`src/rtl/key_action_scheduler.sv`:
```
// rtl/key_action_scheduler.sv - turns held key levels, auto-repeat and gravity into a one-at-a-time action stream
module key_action_scheduler #(
  parameter int DAS_FRAMES  = 16,
  parameter int ARR_FRAMES  = 6,
  parameter int SOFT_FRAMES = 2
) (
  input  logic       clk,
  input  logic       rst_n,
  input  logic       frame_tick,
  input  logic       game_active,
  input  logic       key_left,
  input  logic       key_right,
  input  logic       key_rotate,
  input  logic       key_down,
  input  logic       key_drop,
  input  logic [7:0] grav_period,
  output logic       act_valid,
  output logic [2:0] act_code,
  input  logic       act_ready
);

  localparam logic [7:0] DAS_M1  = 8'(DAS_FRAMES - 1);
  localparam logic [7:0] ARR_M1  = 8'(ARR_FRAMES - 1);
  localparam logic [7:0] SOFT_M1 = 8'(SOFT_FRAMES - 1);

  localparam int B_LEFT   = 0;
  localparam int B_RIGHT  = 1;
  localparam int B_ROTATE = 2;
  localparam int B_DOWN   = 3;
  localparam int B_DROP   = 4;

  localparam logic [2:0] C_LEFT   = 3'd1;
  localparam logic [2:0] C_RIGHT  = 3'd2;
  localparam logic [2:0] C_ROTATE = 3'd3;
  localparam logic [2:0] C_DOWN   = 3'd4;
  localparam logic [2:0] C_DROP   = 3'd5;

  typedef enum logic {S_IDLE, S_OFFER} state_t;

  state_t     state_q, state_d;
  logic [2:0] code_q, code_d;
  logic [4:0] keys, prev_q, edges, pend_q, pend_d, sets, clr;
  logic [7:0] lcnt_q, lcnt_d, rcnt_q, rcnt_d, gcnt_q, gcnt_d, grav_m1;
  logic       larr_q, larr_d, rarr_q, rarr_d;
  logic       l_fire, r_fire, g_fire, grant, drop_grant;

  assign keys       = {key_drop, key_down, key_rotate, key_right, key_left};
  assign edges      = keys & ~prev_q;
  assign grant      = (state_q == S_OFFER) && act_ready;
  assign drop_grant = grant && (code_q == C_DROP);

  // Each repeat counter first runs the DAS delay, then free-runs at the ARR rate.
  always_comb begin
    lcnt_d = lcnt_q;
    larr_d = larr_q;
    l_fire = 1'b0;
    if (!key_left) begin
      lcnt_d = 8'd0;
      larr_d = 1'b0;
    end else if (frame_tick && !key_right) begin
      if (lcnt_q == (larr_q ? ARR_M1 : DAS_M1)) begin
        l_fire = 1'b1;
        lcnt_d = 8'd0;
        larr_d = 1'b1;
      end else begin
        lcnt_d = lcnt_q + 8'd1;
      end
    end
  end

  always_comb begin
    rcnt_d = rcnt_q;
    rarr_d = rarr_q;
    r_fire = 1'b0;
    if (!key_right) begin
      rcnt_d = 8'd0;
      rarr_d = 1'b0;
    end else if (frame_tick && !key_left) begin
      if (rcnt_q == (rarr_q ? ARR_M1 : DAS_M1)) begin
        r_fire = 1'b1;
        rcnt_d = 8'd0;
        rarr_d = 1'b1;
      end else begin
        rcnt_d = rcnt_q + 8'd1;
      end
    end
  end

  // >= rather than == so a shortened period (soft drop pressed) wraps at once.
  always_comb begin
    grav_m1 = key_down ? SOFT_M1 : ((grav_period == 8'd0) ? 8'd0 : grav_period - 8'd1);
    gcnt_d  = gcnt_q;
    g_fire  = 1'b0;
    if (frame_tick) begin
      if (gcnt_q >= grav_m1) begin
        g_fire = 1'b1;
        gcnt_d = 8'd0;
      end else begin
        gcnt_d = gcnt_q + 8'd1;
      end
    end
    if (edges[B_DOWN] || drop_grant) gcnt_d = 8'd0;
  end

  always_comb begin
    clr = 5'd0;
    if (grant) begin
      case (code_q)
        C_LEFT:   clr[B_LEFT]   = 1'b1;
        C_RIGHT:  clr[B_RIGHT]  = 1'b1;
        C_ROTATE: clr[B_ROTATE] = 1'b1;
        C_DOWN:   clr[B_DOWN]   = 1'b1;
        C_DROP: begin
          clr[B_DROP] = 1'b1;
          clr[B_DOWN] = 1'b1;
        end
        default: clr = 5'd0;
      endcase
    end
    sets         = edges;
    sets[B_LEFT] = edges[B_LEFT] | l_fire;
    sets[B_RIGHT]= edges[B_RIGHT] | r_fire;
    sets[B_DOWN] = edges[B_DOWN] | g_fire;
    // Set after clear: an event landing on the grant cycle survives.
    pend_d = (pend_q & ~clr) | sets;
  end

  always_comb begin
    state_d = state_q;
    code_d  = code_q;
    case (state_q)
      S_IDLE: begin
        if (|pend_q) begin
          state_d = S_OFFER;
          if (pend_q[B_DROP])        code_d = C_DROP;
          else if (pend_q[B_ROTATE]) code_d = C_ROTATE;
          else if (pend_q[B_LEFT])   code_d = C_LEFT;
          else if (pend_q[B_RIGHT])  code_d = C_RIGHT;
          else                       code_d = C_DOWN;
        end
      end
      S_OFFER: begin
        if (act_ready) state_d = S_IDLE;
      end
      default: state_d = S_IDLE;
    endcase
    if (!game_active) begin
      state_d = S_IDLE;
      code_d  = 3'd0;
    end
  end

  always_ff @(posedge clk or negedge rst_n) begin
    if (!rst_n) begin
      state_q <= S_IDLE;
      code_q  <= 3'd0;
    end else begin
      state_q <= state_d;
      code_q  <= code_d;
    end
  end

  always_ff @(posedge clk or negedge rst_n) begin
    if (!rst_n) begin
      prev_q <= 5'd0;
      pend_q <= 5'd0;
      lcnt_q <= 8'd0;
      rcnt_q <= 8'd0;
      gcnt_q <= 8'd0;
      larr_q <= 1'b0;
      rarr_q <= 1'b0;
    end else if (!game_active) begin
      // Track current levels so keys held while paused do not fire on resume.
      prev_q <= keys;
      pend_q <= 5'd0;
      lcnt_q <= 8'd0;
      rcnt_q <= 8'd0;
      gcnt_q <= 8'd0;
      larr_q <= 1'b0;
      rarr_q <= 1'b0;
    end else begin
      prev_q <= keys;
      pend_q <= pend_d;
      lcnt_q <= lcnt_d;
      rcnt_q <= rcnt_d;
      gcnt_q <= gcnt_d;
      larr_q <= larr_d;
      rarr_q <= rarr_d;
    end
  end

  assign act_valid = (state_q == S_OFFER);
  assign act_code  = act_valid ? code_q : 3'd0;

endmodule

```
`config.mk`:
```
export PLATFORM = sky130hd
export DESIGN_NAME = key_action_scheduler
export DESIGN_NICKNAME = d
export VERILOG_FILES = /design/src/rtl/key_action_scheduler.sv
export SDC_FILE = /design/constraint.sdc
export NUM_CORES = 1
export LEC_CHECK = 0
export BUFFER_PORTS_ARGS = -buffer_cell sky130_fd_sc_hd__buf_2
export CAP_MARGIN = 40
export CORE_MARGIN = 4
export CORE_UTILIZATION = 45
export DETAILED_ROUTE_END_ITERATION = 12
export GPL_TIMING_DRIVEN = 0
export PLACE_DENSITY = 0.76
export SLEW_MARGIN = 20
export SYNTH_ARGS = -nofsm -noshare
export SYNTH_HDL_FRONTEND = slang
export SYNTH_SLANG_ARGS = --single-unit
```
`constraint.sdc`:
```
create_clock -name clk -period 1.6 [get_ports clk]
set_input_delay 0.48 -clock clk [delete_from_list [all_inputs] [get_ports clk]]
set_output_delay 0.48 -clock clk [all_outputs]
set_load 0.05 [all_outputs]
```
After elaboration in Yosys (flattened, before gate mapping)
Index checks and enable logic that the tools add are counted.

word-level totals
  word-level logic and storage cells = 101
  register bits after elaboration = 40
  output and inout bits = 4
  input bits = 18

operators by class
  reduce and logical (&&, ||, !) cells = 13
  eq/ne operators = 14
  magnitude comparators = 1
  $add $sub $neg = 4
  bitwise logic cells = 9
  muxes and demuxes = 51

operator list
  cell                   number
  $mux W8                14
  $add A8 B1 Y8 const B  3
  $mux W1                24
  $mux W3                8
  $eq A8 B4 Y1           2
  $ne A3 B2 Y1 const B   5
  $and A5 B5 Y5          2
  $mux W5                2
  $not A5 Y5             2
  $ge A8 B8 Y1           1
  $logic_not A8 Y1       1
  $mux W4                2
  $sub A8 B1 Y8 const B  1
  $eq A3 B2 Y1 const B   2
  $eq A3 B3 Y1 const B   2
  $reduce_and A2 Y1      3
  $or A5 B5 Y5           1
  $reduce_or A5 Y1       1
  $logic_and A1 B1 Y1    4
  $eq A3 B1 Y1 const B   1
  $or A1 B1 Y1           3
  $logic_not A1 Y1       2
  $ne A2 B1 Y1 const B   1
  $ne A2 B2 Y1 const B   1
  4 further kinds        4

Longest topological paths before layout
Gate-level depths: netlist of the first run.

  word-level depth = 9
  gate-level depth with buffers = 13
  gate-level depth less buffers = 12

Least setup slack after synthesis of the first run
No wires, ideal clock.

  path kind = input -> register
  from = input port grav_period[0]
  to = register gcnt_q[7]
  data required time = 1.468 ns
  stages = 11
  path buffers = 1
  slack = -0.865 ns
  library setup time = 0.132 ns
  arrival = 2.333 ns
  cells stage by stage = inv_1 > ha_1 > a31oi_1 > nand2_1 > ha_1 > and3_1 > o21ai_1 > a311o_2 > buf_6 > nand4_1 > a31oi_1

on the way
  longest elaborated chain between the ends = 8
  elaborated cells on any way between the ends = 9
  classes of those cells = add/sub: 1; order compare: 1; mux: 6; reduce/logical: 1

RTL lines
  item                                                      RTL line  source
  start, declared                                           16        input logic [7:0] grav_period,
  $sub A8 B1 Y8 / $logic_not A8 Y1 (equally long branches)  91        grav_m1 = key_down ? SOFT_M1 : ((grav_period == 8'd0) ? 8'd0 : grav_period - 8'd1);
  $mux W8 * (2 in series)                                   91
  $ge A8 B8 Y1 *                                            95        if (gcnt_q >= grav_m1) begin
  $mux W8 *                                                 95
  $mux W8 *                                                 94        if (frame_tick) begin
  $mux W8 *                                                 102       if (edges[B_DOWN] || drop_grant) gcnt_d = 8'd0;
  $mux W8 *                                                 172       end else if (!game_active) begin
  end signal, assigned                                      186       gcnt_q <= gcnt_d;
  end, declared                                             43        logic [7:0] lcnt_q, lcnt_d, rcnt_q, rcnt_d, gcnt_q, gcnt_d, grav_m1;

Mark *: on every way between the ends. The rest lies on a longest branch, timed or not. The select of a mux whose other input is x is not followed.
A chain may end at the register's enable or synchronous reset.

Final worst setup path of the first run
  from = input port grav_period[6]
  to = register gcnt_q[3]

The elaborated chain is that of the path after synthesis.

==> impl_metrics.env, run 1 <==
export IMPL_slowest_delay_ns=0.37
export IMPL_grt_use_total=0.1786
export IMPL_pwr_share_seq=0.511
export IMPL_status="finished, violations left"
export IMPL_synthDominantCellAreaShare=0.4169
export IMPL_pwr_share_clk=0.306
export IMPL_syn_cell_area_um2=2401
export IMPL_die_w_um=81.05
export IMPL_start_kind="primary input"
export IMPL_tightest_slew_ns=0.4810
export IMPL_antenna_left=0
export IMPL_final_common_cell="dfrtp_1"
export IMPL_cts_path_max_buffers=2
export IMPL_vias=2073
export IMPL_fin_ws_ns=-0.7011
export IMPL_final_cell_mix="dfrtp_1 (37), nor2_1 (27), nand2_1 (27)"
export IMPL_cp_num_buf_inv=3
export IMPL_synth_area_leaders="dfrtp_1 (42%), ha_1 (6.8%), xor2_1 (5.5%), nand2_1 (4.7%), nor2_1 (4.4%)"
export IMPL_syn_inst=268
export IMPL_die_area_um2=6568
export IMPL_postSynthAreaPerCell_um2=8.959
export IMPL_ir_worst_vdd_uv=394.1
export IMPL_crit_top_cell="buf_4"
export IMPL_htreeDepth=2
export IMPL_whs_ns=0.1299
export IMPL_drc=0
export IMPL_place_ws_ns=-1.136
export IMPL_grt_overflow_total=0
export IMPL_p_leak_nw=1.281
export IMPL_grt_pass1_wl_mm=9.183
export IMPL_fin_util=0.5910
export IMPL_violations="negative setup slack"
export IMPL_port_buffers=21
export IMPL_critical_path_class="primary input to flop"
export IMPL_core_area_um2=5140
export IMPL_finalSetupTns_ns=-6.118
export IMPL_drive_gt1_frac=0.2656
export IMPL_cp_slowest_cell="a311o_2"
export IMPL_diodes=0
export IMPL_fin_crit_ns=2.301
export IMPL_grt_antenna_before_repair=0
export IMPL_ys_ff_latch=40
export IMPL_worst_ep_required_time_ns=1.77
export IMPL_ff2ff_setup_slack_ns=-0.27
export IMPL_r2r_end="gcnt_q[3]"
export IMPL_path_cells="buf_8 > nor4_4 > buf_4 > nand3_2 > a21o_1 > ha_4 > and3_4 > o21ai_2 > a311o_2 > buf_4 > nand4_1 > a31oi_1"
export IMPL_clk_pin_slew_ns=0.08
export IMPL_cp_num_cells=12
export IMPL_drv_slew=0
export IMPL_area_growth_pct=26.52
export IMPL_via_per_inst=5.528
export IMPL_timing_slew_headroom=0.6793
export IMPL_hpwl_mm=3.634
export IMPL_yosys_area_top_type="dfrtp_1"
export IMPL_fp_row_count=26
export IMPL_cp_end_kind="flop"
export IMPL_cts_num_sinks=40
export IMPL_grt_max_degree=23
export IMPL_seq_area_frac_synth=0.4169
export IMPL_cts_tree="yes"
export IMPL_syn_num_nets=299
export IMPL_clk_latency_ns=0.30
export IMPL_reg2reg_depth=7
export IMPL_pwr_share_comb=0.183
export IMPL_p_sw_mw=0.6057
export IMPL_power_density_nw_per_um2=695.3
export IMPL_clock_root_buffer="clkbuf_8"
export IMPL_fmax_mhz=434.6
export IMPL_fin_skew_ns=0.005904
export IMPL_worstPathArrival_ns=2.47
export IMPL_crit_fanout=5
export IMPL_synth_distinct_cells=43
export IMPL_fillers=462
export IMPL_drt_first_iter_violations=69
export IMPL_p_int_mw=1.507
export IMPL_swShare=0.2868
export IMPL_finalSetupViolCount=9
export IMPL_r2r_start="gcnt_q[2]"
export IMPL_cts_hold_buffers=0
export IMPL_p_total_mw=2.112
export IMPL_hold_viol=0
export IMPL_hp_class="primary input to asynchronous set/reset pin"
export IMPL_rsz0062_at_grt="yes"
export IMPL_ys_warn_count=0
export IMPL_cp_top_family="compound AO/OA/AOI/OAI gates"
export IMPL_dr_pass1_iters=4
export IMPL_wl_per_cell_um=14.09
export IMPL_cts_buffers=5
export IMPL_fin_nets=336
export IMPL_routabilityCongestion=0.8171
export IMPL_routed_wl_mm=5.283
export IMPL_cap_violations=0
export IMPL_post_route_period_util=1.438
export IMPL_start_util=0.4671
export IMPL_first_global_vias=2027
export IMPL_io_pins=22
export IMPL_fp_dieH_um=81.05
[metal layers]
| metal | routed length (um) | vias up | track usage |
|---|---|---|---|
| li1 | - | 1018 | - |
| met5 | 0 | - | 0 |
| met1 | 2360 | 1011 | 0.2197 |
| met2 | 2635 | 36 | 0.3128 |
| met3 | 206 | 8 | 0.03104 |
| met4 | 80 | 0 | 0.06419 |
[worst max-delay path by stage]
| stage | start | slack, ns | end |
|---|---|---|---|
| 2_1_floorplan | grav_period[3] | -0.68 | gcnt_q[7] |
| 3_3_place_gp | grav_period[1] | -1.05 | gcnt_q[0] |
| 3_5_place_dp | grav_period[3] | -1.14 | gcnt_q[7] |
| 4_1_cts | grav_period[5] | -0.68 | gcnt_q[0] |
| 5_1_grt | grav_period[6] | -0.84 | gcnt_q[7] |
| 6_report | grav_period[6] | -0.70 | gcnt_q[3] |
[power by group through the flow]
stage | combinational [mW] | sequential [mW] | clock, mW
finish | 0.386 | 1.08 | 0.647
global placement | 0.316 | 1.09 | 0
floorplan | 0.202 | 1.10 | 0
detailed placement | 0.334 | 1.10 | 0
global route | 0.429 | 1.08 | 0.713
CTS | 0.377 | 1.08 | 0.668
[sequential cells by signal, indices dropped and copies added (netlist names)]
signal and cells:
pend_q 5, lcnt_q 8, code_q 3, gcnt_q 8
larr_q 1, prev_q 5, act_valid 1, rcnt_q 8
rarr_q 1
[per-stage QoR]
step / instance area, um2 / cells
floorplan: 2511 / 268
global placement: 2704 / 359
detailed placement: 2731 / 360
CTS: 2970 / 374
global route: 3038 / 375
finish: 3038 / 375
[layout make-up]
type	instances	area (um2)	share of cell area
clock inverters	2	12.51	0.004119
multi-input cells	208	1514	0.4984
flip-flops and latches	40	1005	0.3307
inverters	15	76.32	0.02512
clock buffers	5	68.82	0.02265
repair buffers	31	247.7	0.08155
well taps	70	87.58	0.02883
plain buffers	4	26.28	0.008649
[cell usage after synthesis (all sizes together)]
| master | number |
|---|---|
| o21a | 2 |
| nor3b | 4 |
| o2111ai | 2 |
| and3 | 3 |
| ha | 13 |
| and4bb | 1 |
| a211oi | 1 |
| and3b | 2 |
| mux2i | 1 |
| and4 | 3 |
| nor3 | 8 |
| nor4b | 1 |
| or2 | 2 |
| o211ai | 3 |
| o31ai | 2 |
| inv | 15 |
| nand2 | 30 |
| and2 | 6 |
| a311o | 1 |
| nand4 | 16 |
| nor2b | 8 |
| o31a | 1 |
| a21boi | 3 |
| nor2 | 28 |
| clkbuf | 3 |
| o21ai | 10 |
| nor4 | 4 |
| a31oi | 6 |
| xnor2 | 3 |
| nand2b | 5 |
| xor2 | 15 |
| o22ai | 1 |
| buf | 2 |
| nand3b | 1 |
| a21oi | 9 |
| a21o | 1 |
| dfrtp | 40 |
| nand3 | 12 |
[logic make-up (layout without fill, tap and decap cells)]
group	after synthesis	count (layout)	share of synthesized area
and+or+nand+nor	134	134	0.2923
AOI/OAI and AO/OA	42	42	0.1172
DFF	40	40	0.4169
buffers and inverters	20	57	0.03596
xor gates and xnor gates	18	18	0.06566
adders and majority gates	13	13	0.06775
muxes	1	1	0.004169
[repair_timing]
action / in CTS / in global routing
cloned: 2 / 0
resized for setup: 29 / 13
hold endpoints to repair: 0 / 0
setup endpoints to repair: 12 / 25
setup buffers: 6 / 1
pin swaps: 19 / 10
Power figures use the tool's default switching activity.
==> run 2, diff against run 1 <==
--- a/config.mk
+++ b/config.mk
@@ -11,7 +11,7 @@
 export CORE_UTILIZATION = 45
 export DETAILED_ROUTE_END_ITERATION = 12
 export GPL_TIMING_DRIVEN = 0
-export PLACE_DENSITY = 0.76
+export PLACE_DENSITY = 0.66
 export SLEW_MARGIN = 20
 export SYNTH_ARGS = -nofsm -noshare
 export SYNTH_HDL_FRONTEND = slang
==> run 2 against run 1 <==
- the flow still finishes with violations (negative setup slack)
- critical path depth down 1
- largest power group unchanged
- design area is 1.6% higher
- clock skew up 0.0046 ns
- non-clock buffer count rose by 1
==> impl_metrics.env, run 2 (synthesis gave the netlist of run 1 again) <==
export IMPL_cp_end_kind="flop"
export IMPL_antenna_left=0
export IMPL_drive_gt1_frac=0.2443
export IMPL_dr_pass1_iters=4
export IMPL_violations="negative setup slack"
export IMPL_diodes=0
export IMPL_grt_max_degree=23
export IMPL_grt_antenna_before_repair=0
export IMPL_fin_util=0.6005
export IMPL_fin_ws_ns=-0.6722
export IMPL_seqCellArea_um2=1002
export IMPL_cts_path_max_buffers=2
export IMPL_drt_first_iter_violations=105
export IMPL_core_area_um2=5140
export IMPL_routed_wl_mm=5.196
export IMPL_status="finished, violations left"
export IMPL_place_ws_ns=-1.188
export IMPL_crit_fanout=6
export IMPL_routabilityCongestion=0.8222
export IMPL_post_route_period_util=1.420
export IMPL_cts_buffers=5
export IMPL_htreeDepth=2
export IMPL_timing_slew_headroom=0.6776
export IMPL_port_buffers=21
export IMPL_first_global_vias=2042
export IMPL_multi_input_area_um2=1493
export IMPL_fin_skew_ns=0.01050
export IMPL_fin_crit_ns=2.272
export IMPL_ir_worst_vdd_uv=636.5
export IMPL_die_w_um=81.05
export IMPL_clock_root_buffer="clkbuf_8"
export IMPL_rsz0062_at_grt="yes"
export IMPL_power_density_nw_per_um2=760.2
export IMPL_worstPathArrival_ns=2.45
export IMPL_hp_class="primary input to asynchronous set/reset pin"
export IMPL_grt_pass1_wl_mm=8.818
export IMPL_start_kind="primary input"
export IMPL_grt_overflow_total=0
export IMPL_clk_pin_slew_ns=0.08
export IMPL_cts_tree="yes"
export IMPL_final_cell_mix="dfrtp_1 (39), nand2_1 (29), nor2_1 (27)"
export IMPL_worst_ep_required_time_ns=1.78
export IMPL_area_growth_pct=28.56
export IMPL_fillers=465
export IMPL_die_area_um2=6568
export IMPL_grt_use_total=0.1694
export IMPL_drv_slew=0
export IMPL_finalSetupTns_ns=-5.892
export IMPL_reg_top3="gcnt_q: 8 flops, lcnt_q: 8 flops, rcnt_q: 8 flops"
export IMPL_p_leak_nw=1.335
export IMPL_cts_hold_buffers=0
export IMPL_finalSetupViolCount=9
export IMPL_drc=0
export IMPL_fp_dieH_um=81.05
export IMPL_io_pins=22
export IMPL_cts_num_sinks=40
export IMPL_tightest_slew_ns=0.4836
export IMPL_fin_nets=337
export IMPL_wl_per_cell_um=13.78
export IMPL_clk_latency_ns=0.30
export IMPL_critical_path_class="primary input to flop"
export IMPL_start_util=0.4671
export IMPL_cap_violations=0
export IMPL_hpwl_mm=3.611
export IMPL_final_common_cell="dfrtp_1"
export IMPL_hold_viol=0
export IMPL_fmax_mhz=440.1
export IMPL_via_per_inst=5.419
export IMPL_vias=2043
export IMPL_fp_row_count=26
run 2: report_power, final:
group,internal (mW),switching [mW],total [mW]
Combinational,0.172,0.214,0.387
Clock,0.510,0.370,0.880
Sequential,1.04,0.0362,1.08
run 2: timing repair:
item,in CTS,in global routing
cloned,1,0
hold endpoints to repair,0,0
endpoints found under the setup margin,12,22
resized for setup,27,14
pin swaps,13,9
buffers inserted,7,2
run 2: cell type report:
| cell class | count | share of cell area |
|---|---|---|
| Multi-Input combinational cell | 208 | 0.4836 |
| Sequential cell | 40 | 0.3247 |
| Timing Repair Buffer | 32 | 0.09080 |
| Tap cell | 70 | 0.02837 |
| Clock buffer | 6 | 0.02675 |
| Inverter | 15 | 0.02473 |
| Clock inverter | 2 | 0.01257 |
| Buffer | 4 | 0.008512 |
run 2: critical path, stage by stage:
cell      delay [ns]
buf_8           0.11
nor4_4          0.25
buf_4           0.18
a31oi_4         0.12
nand2b_1        0.11
ha_1            0.25
nor2b_4         0.14
o211ai_1        0.17
a311o_2         0.28
a21oi_1         0.10
o31a_1          0.26
run 2: final timing paths:
path,startpoint,endpoint,slack [ns],cells past startpoint
max,grav_period[3],pend_q[3],-0.67,11
min,rst_n,rcnt_q[6],0.13,1
min in group clk,key_rotate,prev_q[2],0.29,1
min reg2reg,rarr_q,rarr_q,0.51,2
max reg2reg,gcnt_q[1],gcnt_q[5],-0.27,7
max in group asynchronous,rst_n,act_valid,0.98,2
run 2: metrics by stage:
stage | power, mW | area (um2) | hold WS (ns) | cells
final | 2.346 | 3087 | 0.1269 | 377
after global routing | 2.452 | 3087 | 0.1633 | 377
after CTS | 2.356 | 3009 | 0.1438 | 375
after detailed placement | 1.431 | 2731 | 0.4653 | 360
after global placement | 1.416 | 2704 | 0.4963 | 359
after floorplan | 1.302 | 2511 | 0.1844 | 268
run 2: routing by layer:
metal	track usage	up-vias	share of wire
met5	0	-	0
met4	0.06081	0	0.019
met3	0.02993	7	0.032
met2	0.3021	27	0.50
met1	0.2033	985	0.45
li1	-	1024	-
==> run 3, diff against run 2 <==
--- a/config.mk
+++ b/config.mk
@@ -7,11 +7,13 @@
 export LEC_CHECK = 0
 export BUFFER_PORTS_ARGS = -buffer_cell sky130_fd_sc_hd__buf_2
 export CAP_MARGIN = 40
+export CORE_ASPECT_RATIO = 0.7
 export CORE_MARGIN = 4
 export CORE_UTILIZATION = 45
 export DETAILED_ROUTE_END_ITERATION = 12
 export GPL_TIMING_DRIVEN = 0
 export PLACE_DENSITY = 0.66
+export SKIP_CTS_REPAIR_TIMING = 1
 export SLEW_MARGIN = 20
 export SYNTH_ARGS = -nofsm -noshare
 export SYNTH_HDL_FRONTEND = slang
==> run 3 against run 2 <==
- the run still ends with negative setup slack left
- first-iteration DRC count fell by 6.7%
- maximum frequency decreased by 4.0%
- worst hold slack lost 0.067 ns
- critical path depth up 3
==> impl_metrics.env, run 3 (synthesis gave the netlist of run 1 again) <==
export IMPL_placed_cell_area_um2=2723
export IMPL_slowest_delay_ns=0.28
export IMPL_routabilityCongestion=0.8001
export IMPL_die_w_um=95.31
export IMPL_fillers=418
export IMPL_rsz0062_at_grt="yes"
export IMPL_path_cells="buf_4 > inv_12 > ha_4 > nor3b_4 > nand2_1 > xnor2_1 > nand2_1 > ha_1 > nand2_1 > nor2_1 > a211oi_2 > buf_4 > a21oi_1 > o31a_1"
export IMPL_seqCellArea_um2=1002
export IMPL_cp_end_kind="flop"
export IMPL_fin_nets=335
export IMPL_cp_slowest_cell="ha_1"
export IMPL_pwr_share_seq=0.499
export IMPL_core_area_um2=4966
export IMPL_p_total_mw=2.160
export IMPL_die_area_um2=6587
export IMPL_hp_class="primary input to asynchronous set/reset pin"
export IMPL_clk_pin_slew_ns=0.08
export IMPL_area_growth_pct=26.89
export IMPL_antenna_left=0
export IMPL_cts_buffers=5
export IMPL_p_leak_nw=1.289
export IMPL_fin_util=0.6135
export IMPL_clk_latency_ns=0.29
export IMPL_hold_viol=0
export IMPL_port_buffers=21
export IMPL_cts_num_sinks=40
export IMPL_grt_use_total=0.1686
export IMPL_final_cell_mix="dfrtp_1 (39), nand2_1 (29), nor2_1 (26)"
export IMPL_p_int_mw=1.529
export IMPL_pwr_share_clk=0.313
export IMPL_start_util=0.4835
export IMPL_multi_input_area_um2=1516
export IMPL_status="finished, violations left"
export IMPL_post_route_cell_area_um2=3047
export IMPL_crit_fanout=3
export IMPL_finalSetupTns_ns=-6.743
export IMPL_via_per_inst=5.449
export IMPL_place_ws_ns=-1.198
export IMPL_p_sw_mw=0.6317
export IMPL_drv_slew=0
export IMPL_drive_gt1_frac=0.2623
export IMPL_fp_row_count=21
export IMPL_whs_ns=0.06043
export IMPL_worst_ep_required_time_ns=1.78
export IMPL_drt_first_iter_violations=98
export IMPL_timing_slew_headroom=0.6793
export IMPL_power_density_nw_per_um2=709.1
export IMPL_violations="negative setup slack"
export IMPL_tightest_slew_ns=0.4810
export IMPL_fin_ws_ns=-0.7659
export IMPL_start_kind="primary input"
export IMPL_reg_top3="gcnt_q: 8 flops, lcnt_q: 8 flops, rcnt_q: 8 flops"
export IMPL_cp_num_buf_inv=3
export IMPL_grt_max_degree=30
export IMPL_ir_worst_vdd_uv=513.6
export IMPL_crit_top_cell="nand2_1"
export IMPL_swShare=0.2924
export IMPL_io_pins=22
export IMPL_fp_dieH_um=69.12
export IMPL_final_common_cell="dfrtp_1"
export IMPL_pwr_share_comb=0.188
export IMPL_cts_tree="yes"
export IMPL_fmax_mhz=422.7
export IMPL_grt_overflow_total=0
export IMPL_clock_root_buffer="clkbuf_8"
export IMPL_htreeDepth=2
export IMPL_dr_pass1_iters=4
export IMPL_grt_pass1_wl_mm=8.970
export IMPL_worstPathArrival_ns=2.55
export IMPL_wl_per_cell_um=14.11
export IMPL_diodes=0
export IMPL_first_global_vias=1868
export IMPL_cp_top_family="compound AO/OA/AOI/OAI gates"
export IMPL_stdcell_count=374
export IMPL_post_route_period_util=1.479
export IMPL_drc=0
export IMPL_cap_violations=0
export IMPL_cts_path_max_buffers=2
export IMPL_hpwl_mm=3.669
export IMPL_fin_skew_ns=0.006818
export IMPL_dp_cells=359
export IMPL_grt_antenna_before_repair=0
export IMPL_fin_crit_ns=2.366
export IMPL_critical_path_class="primary input to flop"
export IMPL_finalSetupViolCount=12
export IMPL_routed_wl_mm=5.278
export IMPL_vias=2038
==> run 3: changes by cell type in the layout (fill, tap and decap cells not counted), sizes merged <==
| cell | before | now |
|---|---|---|
| bufinv | 1 | 0 |
| buf | 34 | 31 |
| clkbuf | 8 | 9 |
| clkinvlp | 0 | 1 |
==> run 3: power by group through the flow <==
| stage | clock, mW | sequential (mW) | combinational, mW |
|---|---|---|---|
| floorplan | 0 | 1.10 | 0.202 |
| global placement | 0 | 1.10 | 0.322 |
| detailed placement | 0 | 1.10 | 0.335 |
| CTS | 0.697 | 1.08 | 0.336 |
| global route | 0.741 | 1.08 | 0.446 |
| finish | 0.677 | 1.08 | 0.405 |
==> run 3: area by class of cell <==
class | instances | share of cell area
Tap cell | 69 | 0.02834
Clock inverter | 2 | 0.004107
Timing Repair Buffer | 29 | 0.07721
Inverter | 15 | 0.02505
Clock buffer | 6 | 0.02382
Sequential cell | 40 | 0.3290
Buffer | 5 | 0.01478
Multi-Input combinational cell | 208 | 0.4977
==> run 3: final timing paths <==
| check | cells after the start | slack, ns | to | from |
|---|---|---|---|---|
| max | 14 | -0.77 | pend_q[3] | grav_period[1] |
| min | 1 | 0.06 | lcnt_q[4] | rst_n |
| min in group clk | 1 | 0.30 | prev_q[4] | key_drop |
| max in group asynchronous | 2 | 1.08 | act_valid | rst_n |
| min reg2reg | 2 | 0.51 | larr_q | larr_q |
| max reg2reg | 7 | -0.32 | gcnt_q[7] | gcnt_q[1] |
==> run 3: metal layers <==
layer / share of wire / track usage / up-vias
met5: 0 / 0 / -
met1: 0.54 / 0.2639 / 985
li1: - / - / 1023
met4: 0.0078 / 0.03840 / 0
met3: 0.030 / 0.03913 / 5
met2: 0.43 / 0.2320 / 25
